`src/rtl/alu_pkg.sv`:
```
`default_nettype none
// ============================================================================
// Module      : alu_pkg
// Description : Shared ALU encodings: add/sub opcode values, status-flag bit
//               positions (also used by the ALU flag register) and a helper
//               that packs the four status flags.
// Revision    : 1.0 - initial release
// ============================================================================
package alu_pkg;

    localparam logic OP_ADD = 1'b0;
    localparam logic OP_SUB = 1'b1;

    localparam int FLAG_C = 0;
    localparam int FLAG_V = 1;
    localparam int FLAG_Z = 2;
    localparam int FLAG_N = 3;
    localparam int FLAG_W = 4;

    typedef logic [FLAG_W-1:0] flags_t;

    // Place the individual status bits at their shared register positions.
    function automatic flags_t pack_flags(input logic c, input logic v,
                                          input logic z, input logic n);
        flags_t f;
        f         = '0;
        f[FLAG_C] = c;
        f[FLAG_V] = v;
        f[FLAG_Z] = z;
        f[FLAG_N] = n;
        return f;
    endfunction

endpackage
`default_nettype wire

```
`src/rtl/addsub_slice.sv`:
```
`default_nettype none
// ============================================================================
// Module      : addsub_slice
// Description : Combinational W-bit ripple-carry adder built from a chain of
//               full-adder cells. Besides the carry out it exposes the carry
//               into the slice MSB so the top slice can derive signed overflow.
// Revision    : 1.0 - initial release
// ============================================================================
module addsub_slice
    import alu_pkg::*;
#(
    parameter int W = 8
) (
    input  logic [W-1:0] a,
    input  logic [W-1:0] b,
    input  logic         cin,
    output logic [W-1:0] s,
    output logic         cout,
    output logic         cmsb
);

    logic [W:0] w_c;

    assign w_c[0] = cin;

    // One full-adder cell per bit; carry ripples upward through w_c.
    generate
        for (genvar i = 0; i < W; i++) begin : g_fa
            assign s[i]       = a[i] ^ b[i] ^ w_c[i];
            assign w_c[i + 1] = (a[i] & b[i]) | (w_c[i] & (a[i] ^ b[i]));
        end
    endgenerate

    assign cout = w_c[W];
    assign cmsb = w_c[W-1];

endmodule
`default_nettype wire

```
`src/rtl/pipe_addsub.sv`:
```
`default_nettype none
// ============================================================================
// Module      : pipe_addsub
// Description : Pipelined N-bit adder/subtractor. The operands are cut into
//               STAGES slices of W bits; stage k resolves slice k using the
//               carry registered by stage k-1. A single global advance signal
//               stalls every stage at once, giving 1 op/cycle throughput with
//               a fixed latency of STAGES cycles and full backpressure.
// Revision    : 1.0 - initial release
// ============================================================================
module pipe_addsub
    import alu_pkg::*;
#(
    parameter int N      = 32,
    parameter int STAGES = 4
) (
    input  logic         clk,
    input  logic         rst,
    input  logic         in_valid,
    output logic         in_ready,
    input  logic [N-1:0] a,
    input  logic [N-1:0] b,
    input  logic         sub,
    input  logic         c_in,
    output logic         out_valid,
    input  logic         out_ready,
    output logic [N-1:0] sum,
    output logic         c_out,
    output logic         ovf,
    output logic         zero,
    output logic         neg
);

    localparam int W = N / STAGES;

    // Reject configurations that cannot be split into equal slices.
    generate
        if ((STAGES < 1) || (N % STAGES != 0)) begin : g_bad_cfg
            $error("pipe_addsub: N must be a positive multiple of STAGES");
        end
    endgenerate

    // Stage registers; index k holds the state produced by stage k.
    logic         r_v [STAGES];
    logic         r_c [STAGES];
    logic [N-1:0] r_s [STAGES];
    logic [N-1:0] r_a [STAGES];
    logic [N-1:0] r_b [STAGES];
    flags_t       r_flags;

    // Inputs seen by each stage's slice, and what it will register.
    logic         w_v_cur  [STAGES];
    logic         w_c_cur  [STAGES];
    logic [N-1:0] w_s_cur  [STAGES];
    logic [N-1:0] w_a_cur  [STAGES];
    logic [N-1:0] w_b_cur  [STAGES];
    logic [N-1:0] w_s_next [STAGES];

    logic [N-1:0]      w_slice_s;
    logic [STAGES-1:0] w_slice_cout;
    logic [STAGES-1:0] w_slice_cmsb;
    flags_t            w_flags_next;
    logic              w_advance;

    // The whole pipe moves only when the output register is free or drained.
    assign w_advance = !r_v[STAGES-1] || out_ready;
    assign in_ready  = w_advance;

    // Stage inputs: stage 0 takes the ports (B inverted for subtract), later
    // stages take the skewed operands and carry from the previous register.
    always_comb begin
        w_v_cur[0] = in_valid;
        w_a_cur[0] = a;
        w_b_cur[0] = (sub == OP_SUB) ? ~b : b;
        w_c_cur[0] = (sub == OP_SUB) ? 1'b1 : c_in;
        w_s_cur[0] = '0;
        for (int k = 1; k < STAGES; k++) begin
            w_v_cur[k] = r_v[k-1];
            w_a_cur[k] = r_a[k-1];
            w_b_cur[k] = r_b[k-1];
            w_c_cur[k] = r_c[k-1];
            w_s_cur[k] = r_s[k-1];
        end
    end

    generate
        for (genvar k = 0; k < STAGES; k++) begin : g_stage
            addsub_slice #(
                .W (W)
            ) u_slice (
                .a    (w_a_cur[k][k*W +: W]),
                .b    (w_b_cur[k][k*W +: W]),
                .cin  (w_c_cur[k]),
                .s    (w_slice_s[k*W +: W]),
                .cout (w_slice_cout[k]),
                .cmsb (w_slice_cmsb[k])
            );
        end
    endgenerate

    // Merge each slice result into the partial sum and derive the final flags
    // from the carries around bit N-1 of the last slice.
    always_comb begin
        for (int k = 0; k < STAGES; k++) begin
            w_s_next[k]            = w_s_cur[k];
            w_s_next[k][k*W +: W]  = w_slice_s[k*W +: W];
        end
        w_flags_next = pack_flags(w_slice_cout[STAGES-1],
                                  w_slice_cmsb[STAGES-1] ^ w_slice_cout[STAGES-1],
                                  (w_s_next[STAGES-1] == '0),
                                  w_s_next[STAGES-1][N-1]);
    end

    // Stage registers: cleared on reset, all hold together on stall.
    always_ff @(posedge clk) begin
        if (rst) begin
            for (int k = 0; k < STAGES; k++) begin
                r_v[k] <= 1'b0;
                r_c[k] <= 1'b0;
                r_s[k] <= '0;
                r_a[k] <= '0;
                r_b[k] <= '0;
            end
            r_flags <= '0;
        end else if (w_advance) begin
            for (int k = 0; k < STAGES; k++) begin
                r_v[k] <= w_v_cur[k];
                r_c[k] <= w_slice_cout[k];
                r_s[k] <= w_s_next[k];
                r_a[k] <= w_a_cur[k];
                r_b[k] <= w_b_cur[k];
            end
            r_flags <= w_flags_next;
        end
    end

    // The last stage's skew/carry registers and the inner-slice MSB carries
    // have no consumer; they exist only to keep the stage logic uniform.
    logic w_unused;
    assign w_unused = ^{r_a[STAGES-1], r_b[STAGES-1], r_c[STAGES-1], w_slice_cmsb};

    assign out_valid = r_v[STAGES-1];
    assign sum       = r_s[STAGES-1];
    assign c_out     = r_flags[FLAG_C];
    assign ovf       = r_flags[FLAG_V];
    assign zero      = r_flags[FLAG_Z];
    assign neg       = r_flags[FLAG_N];

endmodule
`default_nettype wire

```
`config.mk`:
```
export PLATFORM = sky130hd
export DESIGN_NAME = pipe_addsub
export DESIGN_NICKNAME = d
export VERILOG_FILES = /design/src/rtl/alu_pkg.sv /design/src/rtl/addsub_slice.sv /design/src/rtl/pipe_addsub.sv
export SDC_FILE = /design/constraint.sdc
export NUM_CORES = 1
export LEC_CHECK = 0
export BUFFER_PORTS_ARGS = -buffer_cell sky130_fd_sc_hd__buf_2
export CAP_MARGIN = 20
export CORE_ASPECT_RATIO = 1.1
export CORE_UTILIZATION = 43
export DETAILED_ROUTE_END_ITERATION = 12
export PLACE_DENSITY_LB_ADDON = 0.12
export SYNTH_ARGS = -nofsm -noshare
export SYNTH_HDL_FRONTEND = slang
export SYNTH_SLANG_ARGS = --single-unit
export TNS_END_PERCENT = 50
```
`constraint.sdc`:
```
create_clock -name clk -period 14.5 [get_ports clk]
set_clock_uncertainty 0.05 [all_clocks]
set_input_delay 2.9 -clock clk [delete_from_list [all_inputs] [get_ports clk]]
set_output_delay 2.9 -clock clk [all_outputs]
set_load 0.02 [all_outputs]
```
=== Yosys cells after proc, flatten, opt, wreduce, memory -nomap -nowiden ===
Memories as Yosys holds them, arrays and structs flattened.
Cells that the tools add are included.

* Bits in registers: 4
* Bits in latches: 0
* Bits in writable memories: 392
* Memory bits (read-only): 0
* Memories: 5

{| class="wikitable"
|+ Memory list
! name !! depth !! width !! read ports !! clocked after Yosys merged registers in !! write ports !! line !! text
|-
| r_a || 4 || 32 || 3 || 0 || 4 || pipe_addsub.sv:47 || <nowiki>logic [N-1:0] r_a [STAGES];</nowiki>
|-
| r_b || 4 || 32 || 3 || 0 || 4 || pipe_addsub.sv:48 || <nowiki>logic [N-1:0] r_b [STAGES];</nowiki>
|-
| r_s || 4 || 32 || 4 || 0 || 4 || pipe_addsub.sv:46 || <nowiki>logic [N-1:0] r_s [STAGES];</nowiki>
|-
| r_c || 4 || 1 || 3 || 0 || 4 || pipe_addsub.sv:45 || <nowiki>logic r_c [STAGES];</nowiki>
|-
| r_v || 4 || 1 || 4 || 0 || 4 || pipe_addsub.sv:44 || <nowiki>logic r_v [STAGES];</nowiki>
|}

* Add/subtract/negate cells: 0
* $mul: 0
* Divide/modulo/power cells: 0
* Magnitude comparators: 0
* Equality and inequality tests: 0
* Shift-type cells: 0
* Muxes and demuxes: 27
* Bitwise logic cells: 182
* Reduce and logical (&&, ||, !) cells: 3

{| class="wikitable"
|+ Operator list
! operator !! count
|-
| $mux W32 || 13
|-
| $xor A1 B1 Y1 || 65
|-
| $and A1 B1 Y1 || 64
|-
| $or A1 B1 Y1 || 52
|-
| $logic_not A32 Y1 || 1
|-
| $not A32 Y32 || 1
|-
| $mux W1 || 14
|-
| $logic_not A1 Y1 || 1
|-
| $logic_or A1 B1 Y1 || 1
|}

=== Logic depth before layout (Yosys ltp) ===
Gate-level depths: netlist of the first run.

* Word-level depth: 20
* Gate-level depth with buffers: 15
* Mapped depth without buffers: 15

=== Cells and area by module ===
A second synthesis of the first run with hierarchy kept.

* Cell total of the unflattened synthesis: 525
* Area total of the unflattened synthesis: 8110.3 um^2

{| class="wikitable"
|+ Modules (own cells, without submodules)
! module !! instances !! cells an instance !! area each (um^2)
|-
| pipe_addsub || 1 || 453 || 7319.5
|-
| addsub_slice || 4 || 18 || 197.7
|}

=== Worst setup path after synthesis of the first run ===
Ideal clock, no wire load.

* Kind: input-to-reg
* From: input port out_ready
* To: memory r_a[0][10] (enable)
* Library setup time: 0.536 ns
* Arrival: 6.776 ns
* Required time: 13.914 ns
* Path slack: 7.139 ns
* Stages on the path: 4
* Path buffers: 1
* Cell sequence: nand2b_1 -> buf_4 -> nor2_1 -> inv_1

{| class="wikitable"
|+ RTL lines
! item !! line !! text
|-
| from (decl) || pipe_addsub.sv:26 || <nowiki>input logic out_ready,</nowiki>
|-
| to (decl) || pipe_addsub.sv:47 ||
|}

==> results of run 1 <==
-- how the worst max path moves through the flow --
stage,to,slack [ns]
6_report,r_s[0][7],7.69
5_1_grt,r_s[0][7],7.55
4_1_cts,r_s[0][7],7.66
3_5_place_dp,r_s[0][7],7.19
3_3_place_gp,r_s[0][7],7.32
2_1_floorplan,r_a[0][10],7.14
-- layout by cell type (no fill, tap or decap), drive strengths merged --
cell,instances
edfxtp,183
and2,146
buf,110
nor2,40
fa,32
xnor2,30
inv,30
clkbuf,18
nor4,6
clkinv,6
bufinv,4
dfxtp,4
xor2,3
clkinvlp,3
nor4b,2
nand3,2
nand2b,2
nor2b,1
or2,1
a21o,1
and4,1
nand2,1
o21ai,1
mux2i,1
a211oi,1
-- through the flow --
| stage | instance area, µm² | std cells | total power, µW |
|---|---|---|---|
| after floorplan | 8040 | 512 | 723 |
| after global placement | 8680 | 839 | 752 |
| after detailed placement | 8680 | 839 | 756 |
| after CTS | 9310 | 871 | 1240 |
| after global routing | 9330 | 872 | 1280 |
| final | 9330 | 872 | 1230 |
-- per-layer routing --
| metal | vias up | global-route usage | part of all wire |
|---|---|---|---|
| met3 | 22 | 0.0369 | 0.046 |
| met5 | - | 0 | 0 |
| met1 | 1854 | 0.167 | 0.42 |
| li1 | 1918 | - | - |
| met4 | 0 | 0.0655 | 0.027 |
| met2 | 90 | 0.231 | 0.51 |
-- power by group --
group | switching (µW) | internal [µW] | total [µW]
sequential | 12.4 | 636 | 649
combinational | 50.5 | 43.0 | 93.5
clock | 197 | 289 | 486
total | 260 | 969 | 1230
-- kinds of logic (layout without fill, tap and decap cells) --
kind of cell	Yosys count	after routing	synth area share
and+or+nand+nor	202	202	0.146
DFF	187	187	0.694
buffers and inverters	54	171	0.0409
xor gates and xnor gates	33	33	0.0360
adders and majority gates	32	32	0.0797
AOI/OAI and AO/OA	3	3	0.00249
muxes	1	1	0.00125
-- sequential cells by signal (all words and copies together) (netlist names) --
name     flops
r_flags      4
r_c          3
r_s         80
r_b         48
r_a         48
r_v          4
-- final cells by class --
type                            instances  share of cell area
Sequential cell                       187               0.597
Multi-Input combinational cell        271               0.229
Timing Repair Buffer                  110              0.0619
Clock buffer                           18              0.0460
Tap cell                              243              0.0326
Clock inverter                         14              0.0210
Inverter                               29              0.0122
-- cells in the mapped netlist (all sizes together) --
master	n	area [µm²]
xnor2	30	263
xor2	3	26.3
dfxtp	4	80.1
nor4b	2	17.5
nand2b	2	12.5
nor2b	1	13.8
nand2	1	3.75
or2	1	6.26
inv	29	109
nor4	6	37.5
edfxtp	183	5500
and4	1	8.76
a211oi	1	7.51
nor2	40	150
a21o	1	7.51
and2	146	913
fa	32	641
nand3	2	10.0
mux2i	1	10.0
o21ai	1	5.00
buf	24	216
clkbuf	1	3.75
-- worst max-delay path: cells and delay by family --
family        cells  cell delay, ns
fa+ha+maj         8            2.77
buf+inv           3            0.86
xor+xnor          1            0.25
simple gates      1            0.14
==> qor.log, run 1 <==
[run_status] run status finished, final reports clean
[worst_setup_path] Critical Path Start sub
[worst_setup_path] startpoint of the worst register-to-register path r_c[0][2]
[route] detail-routed net length per standard cell 14.1 µm
[power] power density cells 132 nW/µm²
[worst_setup_path] capturing element type of the critical path register
[logic_synthesis] proportion of synthesized chip area in sequential cells 0.694
[logic_synthesis] Mapped Cells 512
[grt] global routing usage summed across all routing layers 0.138
[clocking] CTS tree yes
[logic_synthesis] Post-Syn Nets 614
[worst_setup_path] reg-to-reg critical path endpoint r_flags[2]
[clocking] total number of H-tree levels 4
[grt] first-pass GRT wire length 20000 µm
[floorplan] Std-Cell Rows 52
[cells_and_area] area of combinational cells with multiple inputs 2140 µm²
[timing] final worst slack 7.69 ns
[cells_and_area] # fillers 1599
[cells_and_area] share of post-route cells with drive strength above 1 0.231
[power] worst IR drop on VDD 81.1 µV
[floorplan] Vert. Die Dim 145 µm
[worst_setup_path] worst reg2reg setup slack 9.77 ns
[clocking] hold bufs inserted after CTS 0
[logic_synthesis] warning count from the yosys run 0
[cells_and_area] Antenna diodes 0
[place] HPWL reported at the end of detailed placement 7650 µm
[route] TritonRoute pass-1 iters 4
[job] # Max-Cap Violations 0
[grt] number of global-route vias before repair 4042
[cells_and_area] relative area change from synthesis to final layout 16.1%
[hold_path] hold path endpoint r_flags[3]
[worst_setup_path] critical path data required time 14.63 ns
[hold_path] number of instances on the worst hold path 1
[timing] final hold slack 0.401 ns
[timing] count of final max-slew check failures 0
[logic_synthesis] number of distinct library cells after synthesis 24
[route] Via-to-Cell Ratio 4.45
[route] sum of routed wire length over all layers 12300 µm
[worst_setup_path] CP Class primary input to register
[route] post-route ant nets 0
[cells_and_area] total area of sequential cells 5580 µm²
[grt] maximum number of pins on one net before global-route repair 148
[floorplan] initial core utilization 0.438
[place] Final GP Congestion 0.739
[place] total of buffers placed on input and output ports 107
[timing] relative slew slack 0.345
[timing] setup total negative slack 0 ns
[logic_synthesis] Synth Area per Inst 15.7 µm²
[clocking] Clock transition at path regs 0.07 ns
[cells_and_area] number of nets in the layout 718
[grt] antenna violations before repair 0
[logic_synthesis] area of the mapped netlist 8040 µm²
[timing] portion of the clock cycle consumed by the worst path in the final layout 0.470
[timing] Fin. Hold Viols 0
[worst_setup_path] delay of the slowest cell on the worst path 0.73 ns
[clocking] sinks on the clock net 187
[timing] slew at the pin with the worst max-slew slack 0.982 ns
[place] post-placement worst setup slack 7.19 ns
[floorplan] Core Footprint 18300 µm²
[clocking] Inserted Clock Buffers 17
[route] drt initial violations 263
[timing] achievable clock frequency 0.147 GHz
[floorplan] DIE WIDTH 132 µm
[timing] final setup fails 0
[clocking] number of buffers inserted to repair setup after CTS 0
[floorplan] Die ar. 19200 µm²
[cells_and_area] final core utilization 0.509
[worst_setup_path] most frequent CP cell fa_1
[worst_setup_path] worst path cell trace buf_2, xor2_1, fa_1, fa_1, inv_1, fa_1, fa_1, fa_1, fa_1, fa_1, inv_1, fa_1, and2_1
[logic_synthesis] number of flip-flops and latches in the synthesized netlist 187
[clocking] Max Root-Sink Buffers 2
[worst_setup_path] number of cells traversed by the worst register-to-register path 15
[clocking] number of gates given a new drive strength after cts 0
[floorplan] count of pins on the block boundary 108
[hold_path] hold path start r_flags[3]
[worst_setup_path] Max stage delay cell, worst path buf_2
[power] leakage power of the design 0.00399 µW
[timing] setup repair after global routing missed its margin no
[route] via count 3884
[clocking] later-pin clock latency in the skew report 0.43 ns
[hold_path] worst hold path class register to register
[worst_setup_path] arrival time at the worst endpoint 6.94 ns
[timing] min Tclk post-route 6.81 ns
[grt] leftover overflow at the end of global routing 0
[clocking] library cell used as clock root buffer clkbuf_16
[worst_setup_path] type of origin of the critical path primary input
[route] DRC errors left 0
[worst_setup_path] largest fanout on the critical path 33
Note: power is estimated with default switching activity, not from simulation.
==> run 2: changes to the inputs <==
- clock period: 14.5 -> 7.1 ns (I/O delays scaled with it)
==> qor.log, run 2 (synthesized netlist as in run 1, its figures left out) <==
[clocking] total number of H-tree levels 4 [unchanged]
[timing] achievable clock frequency 0.212 GHz
[route] DRC errors left 0 [unchanged]
[cells_and_area] Antenna diodes 0 [unchanged]
[route] Via-to-Cell Ratio 4.44 [-0.41%]
[clocking] hold bufs inserted after CTS 0 [unchanged]
[floorplan] Std-Cell Rows 52 [unchanged]
[grt] global routing usage summed across all routing layers 0.138 [-0.000647]
[worst_setup_path] reg-to-reg critical path endpoint r_flags[2]
[power] leakage power of the design 0.00399 µW [-0.19%]
[clocking] number of gates given a new drive strength after cts 0 [unchanged]
[cells_and_area] share of post-route cells with drive strength above 1 0.227 [-0.00390]
[cells_and_area] flip-flop count of the largest register, all copies and words added 80 [unchanged]
[timing] portion of the clock cycle consumed by the worst path in the final layout 0.665
[hold_path] hold path endpoint r_flags[3]
[worst_setup_path] number of cells traversed by the worst register-to-register path 15 [unchanged]
[route] drt initial violations 235 [-11%]
[worst_setup_path] Max stage delay cell, worst path buf_4
[run_status] run status finished, final reports clean
[power] worst IR drop on VDD 170 µV [+110%]
[cells_and_area] commonest cells after routing, fill and taps aside edfxtp_1, and2_1, buf_2
[route] uppermost routed layer met4
[grt] antenna violations before repair 0 [unchanged]
[timing] Fin. Hold Viols 0 [unchanged]
[place] total of buffers placed on input and output ports 107 [unchanged]
[route] sum of routed wire length over all layers 12300 µm [+0.35%]
[cells_and_area] leading cell type in the layout, fill and taps excluded edfxtp_1
[worst_setup_path] type of origin of the critical path primary input
[floorplan] initial core utilization 0.438 [unchanged]
[place] Final GP Congestion 0.698 [-5.6%]
[timing] relative slew slack 0.421 [+0.0751]
[route] TritonRoute pass-1 iters 6 [+2]
[worst_setup_path] worst path cell trace buf_2, buf_4, xnor2_1, fa_1, fa_1, fa_1, fa_1, fa_1, inv_1, fa_1, and2_1
[floorplan] Vert. Die Dim 145 µm [unchanged]
[hold_path] number of instances on the worst hold path 1 [unchanged]
[cells_and_area] Most flops, register r_s
[route] via count 3877 [-0.18%]
[clocking] Clock transition at path regs 0.06 ns [about the same]
[timing] final setup fails 0 [unchanged]
[worst_setup_path] startpoint of the worst register-to-register path r_c[0][2]
[clocking] later-pin clock latency in the skew report 0.42 ns [about the same]
[clocking] CTS tree yes
[cells_and_area] final core utilization 0.508 [about the same]
[floorplan] Die ar. 19200 µm² [unchanged]
[clocking] number of buffers inserted to repair setup after CTS 0 [unchanged]
[worst_setup_path] arrival time at the worst endpoint 4.85 ns [-2.09 ns]
[grt] number of global-route vias before repair 3853 [-4.7%]
[worst_setup_path] worst reg2reg setup slack 2.48 ns [-7.29 ns]
[cells_and_area] relative area change from synthesis to final layout 16.1% [about the same]
[route] routed metal-1 wire length 5250 µm [+2.6%]
[timing] setup repair after global routing missed its margin no
[worst_setup_path] delay of the slowest cell on the worst path 0.48 ns [-0.25 ns]
[timing] min Tclk post-route 4.72 ns
[route] post-route ant nets 0 [unchanged]
[route] met2 routed wirelength 6440 µm [+2.5%]
[floorplan] count of pins on the block boundary 108 [unchanged]
[grt] maximum number of pins on one net before global-route repair 129 [-13%]
[route] detail-routed net length per standard cell 14.1 µm [+0.12%]
[route] met3 layer wire length in the routed design 466 µm [-18%]
[clocking] sinks on the clock net 187 [unchanged]
[place] HPWL reported at the end of detailed placement 7950 µm [+3.9%]
[grt] leftover overflow at the end of global routing 0 [unchanged]
[power] power density cells 266 nW/µm² [+100%]
[hold_path] worst hold path class register to register
[worst_setup_path] CP Class primary input to register
[cells_and_area] number of nets in the layout 720 [+0.28%]
[timing] count of final max-slew check failures 0 [unchanged]
[clocking] library cell used as clock root buffer clkbuf_16
[cells_and_area] registers with the most flip-flops r_s x80, r_a x48, r_b x48
[job] # Max-Cap Violations 0 [unchanged]
[cells_and_area] non-filler cells in the finished layout 874 [+0.23%]
[clocking] Max Root-Sink Buffers 2 [unchanged]
[worst_setup_path] Critical Path Start sub
[worst_setup_path] critical path data required time 7.23 ns [-7.40 ns]
[hold_path] hold path start r_flags[3]
[clocking] Inserted Clock Buffers 17 [unchanged]
[worst_setup_path] capturing element type of the critical path register
[timing] slew at the pin with the worst max-slew slack 0.869 ns [-0.113 ns]
[timing] setup total negative slack 0 ns [unchanged]
[floorplan] DIE WIDTH 132 µm [unchanged]
[worst_setup_path] largest fanout on the critical path 30 [-9.1%]
[place] placed cell count 841 [+0.24%]
[grt] first-pass GRT wire length 19800 µm [-1.1%]
[floorplan] Core Footprint 18300 µm² [unchanged]
[worst_setup_path] most frequent CP cell fa_1
-- run 2: cell types whose count changed in the layout (fill, tap and decap cells not counted) --
cell        previous run  this run
clkinv_1               0         4
clkinvlp_4             3         5
buf_4                  2         4
clkinv_4               4         0
inv_6                  2         1
clkinv_2               2         1
-- run 2: stage by stage --
step           power (µW)  hold WS [ns]  setup WS [ns]  cell area [µm²]
6_report             2480         0.429           2.38             9330
5_1_grt              2580         0.457           2.21             9330
4_1_cts              2510         0.434           2.35             9300
3_5_place_dp         1540         0.419           1.86             8690
3_3_place_gp         1540         0.399           1.91             8690
2_1_floorplan        1480         0.447           1.22             8040
-- run 2: worst max-delay path by stage --
| stage | slack [ns] | end | cells after the start |
|---|---|---|---|
| 2_1_floorplan | 1.22 | r_a[0][10] | 4 |
| 3_3_place_gp | 1.91 | r_s[0][7] | 11 |
| 3_5_place_dp | 1.86 | r_s[0][7] | 11 |
| 4_1_cts | 2.35 | r_s[0][7] | 11 |
| 5_1_grt | 2.21 | r_flags[2] | 15 |
| 6_report | 2.38 | r_s[0][7] | 11 |
-- run 2: layout make-up --
class	instances	area (µm²)
Clock inverter	14	178
Inverter	29	114
Timing Repair Buffer	112	593
Fill cell	1577	9020
Multi-Input combinational cell	271	2140
Tap cell	243	304
Clock buffer	18	429
Sequential cell	187	5580
-- run 2: worst max-delay path: cells and delay by family --
kind | cells | cell delay [ns]
fa+ha+maj | 6 | 2.36
simple gates | 1 | 0.14
buf+inv | 3 | 0.74
xor+xnor | 1 | 0.17
-- run 2: report_power, final --
part           switching (µW)  internal, µW
Sequential               24.6          1300
Combinational             102          86.9
Clock                     386           583
-- run 2: metal layers --
layer  vias to the layer above  track usage
met4                         0       0.0621
met3                        14       0.0320
met5                         -            0
li1                       1920            -
met1                      1870        0.166
met2                        73        0.235
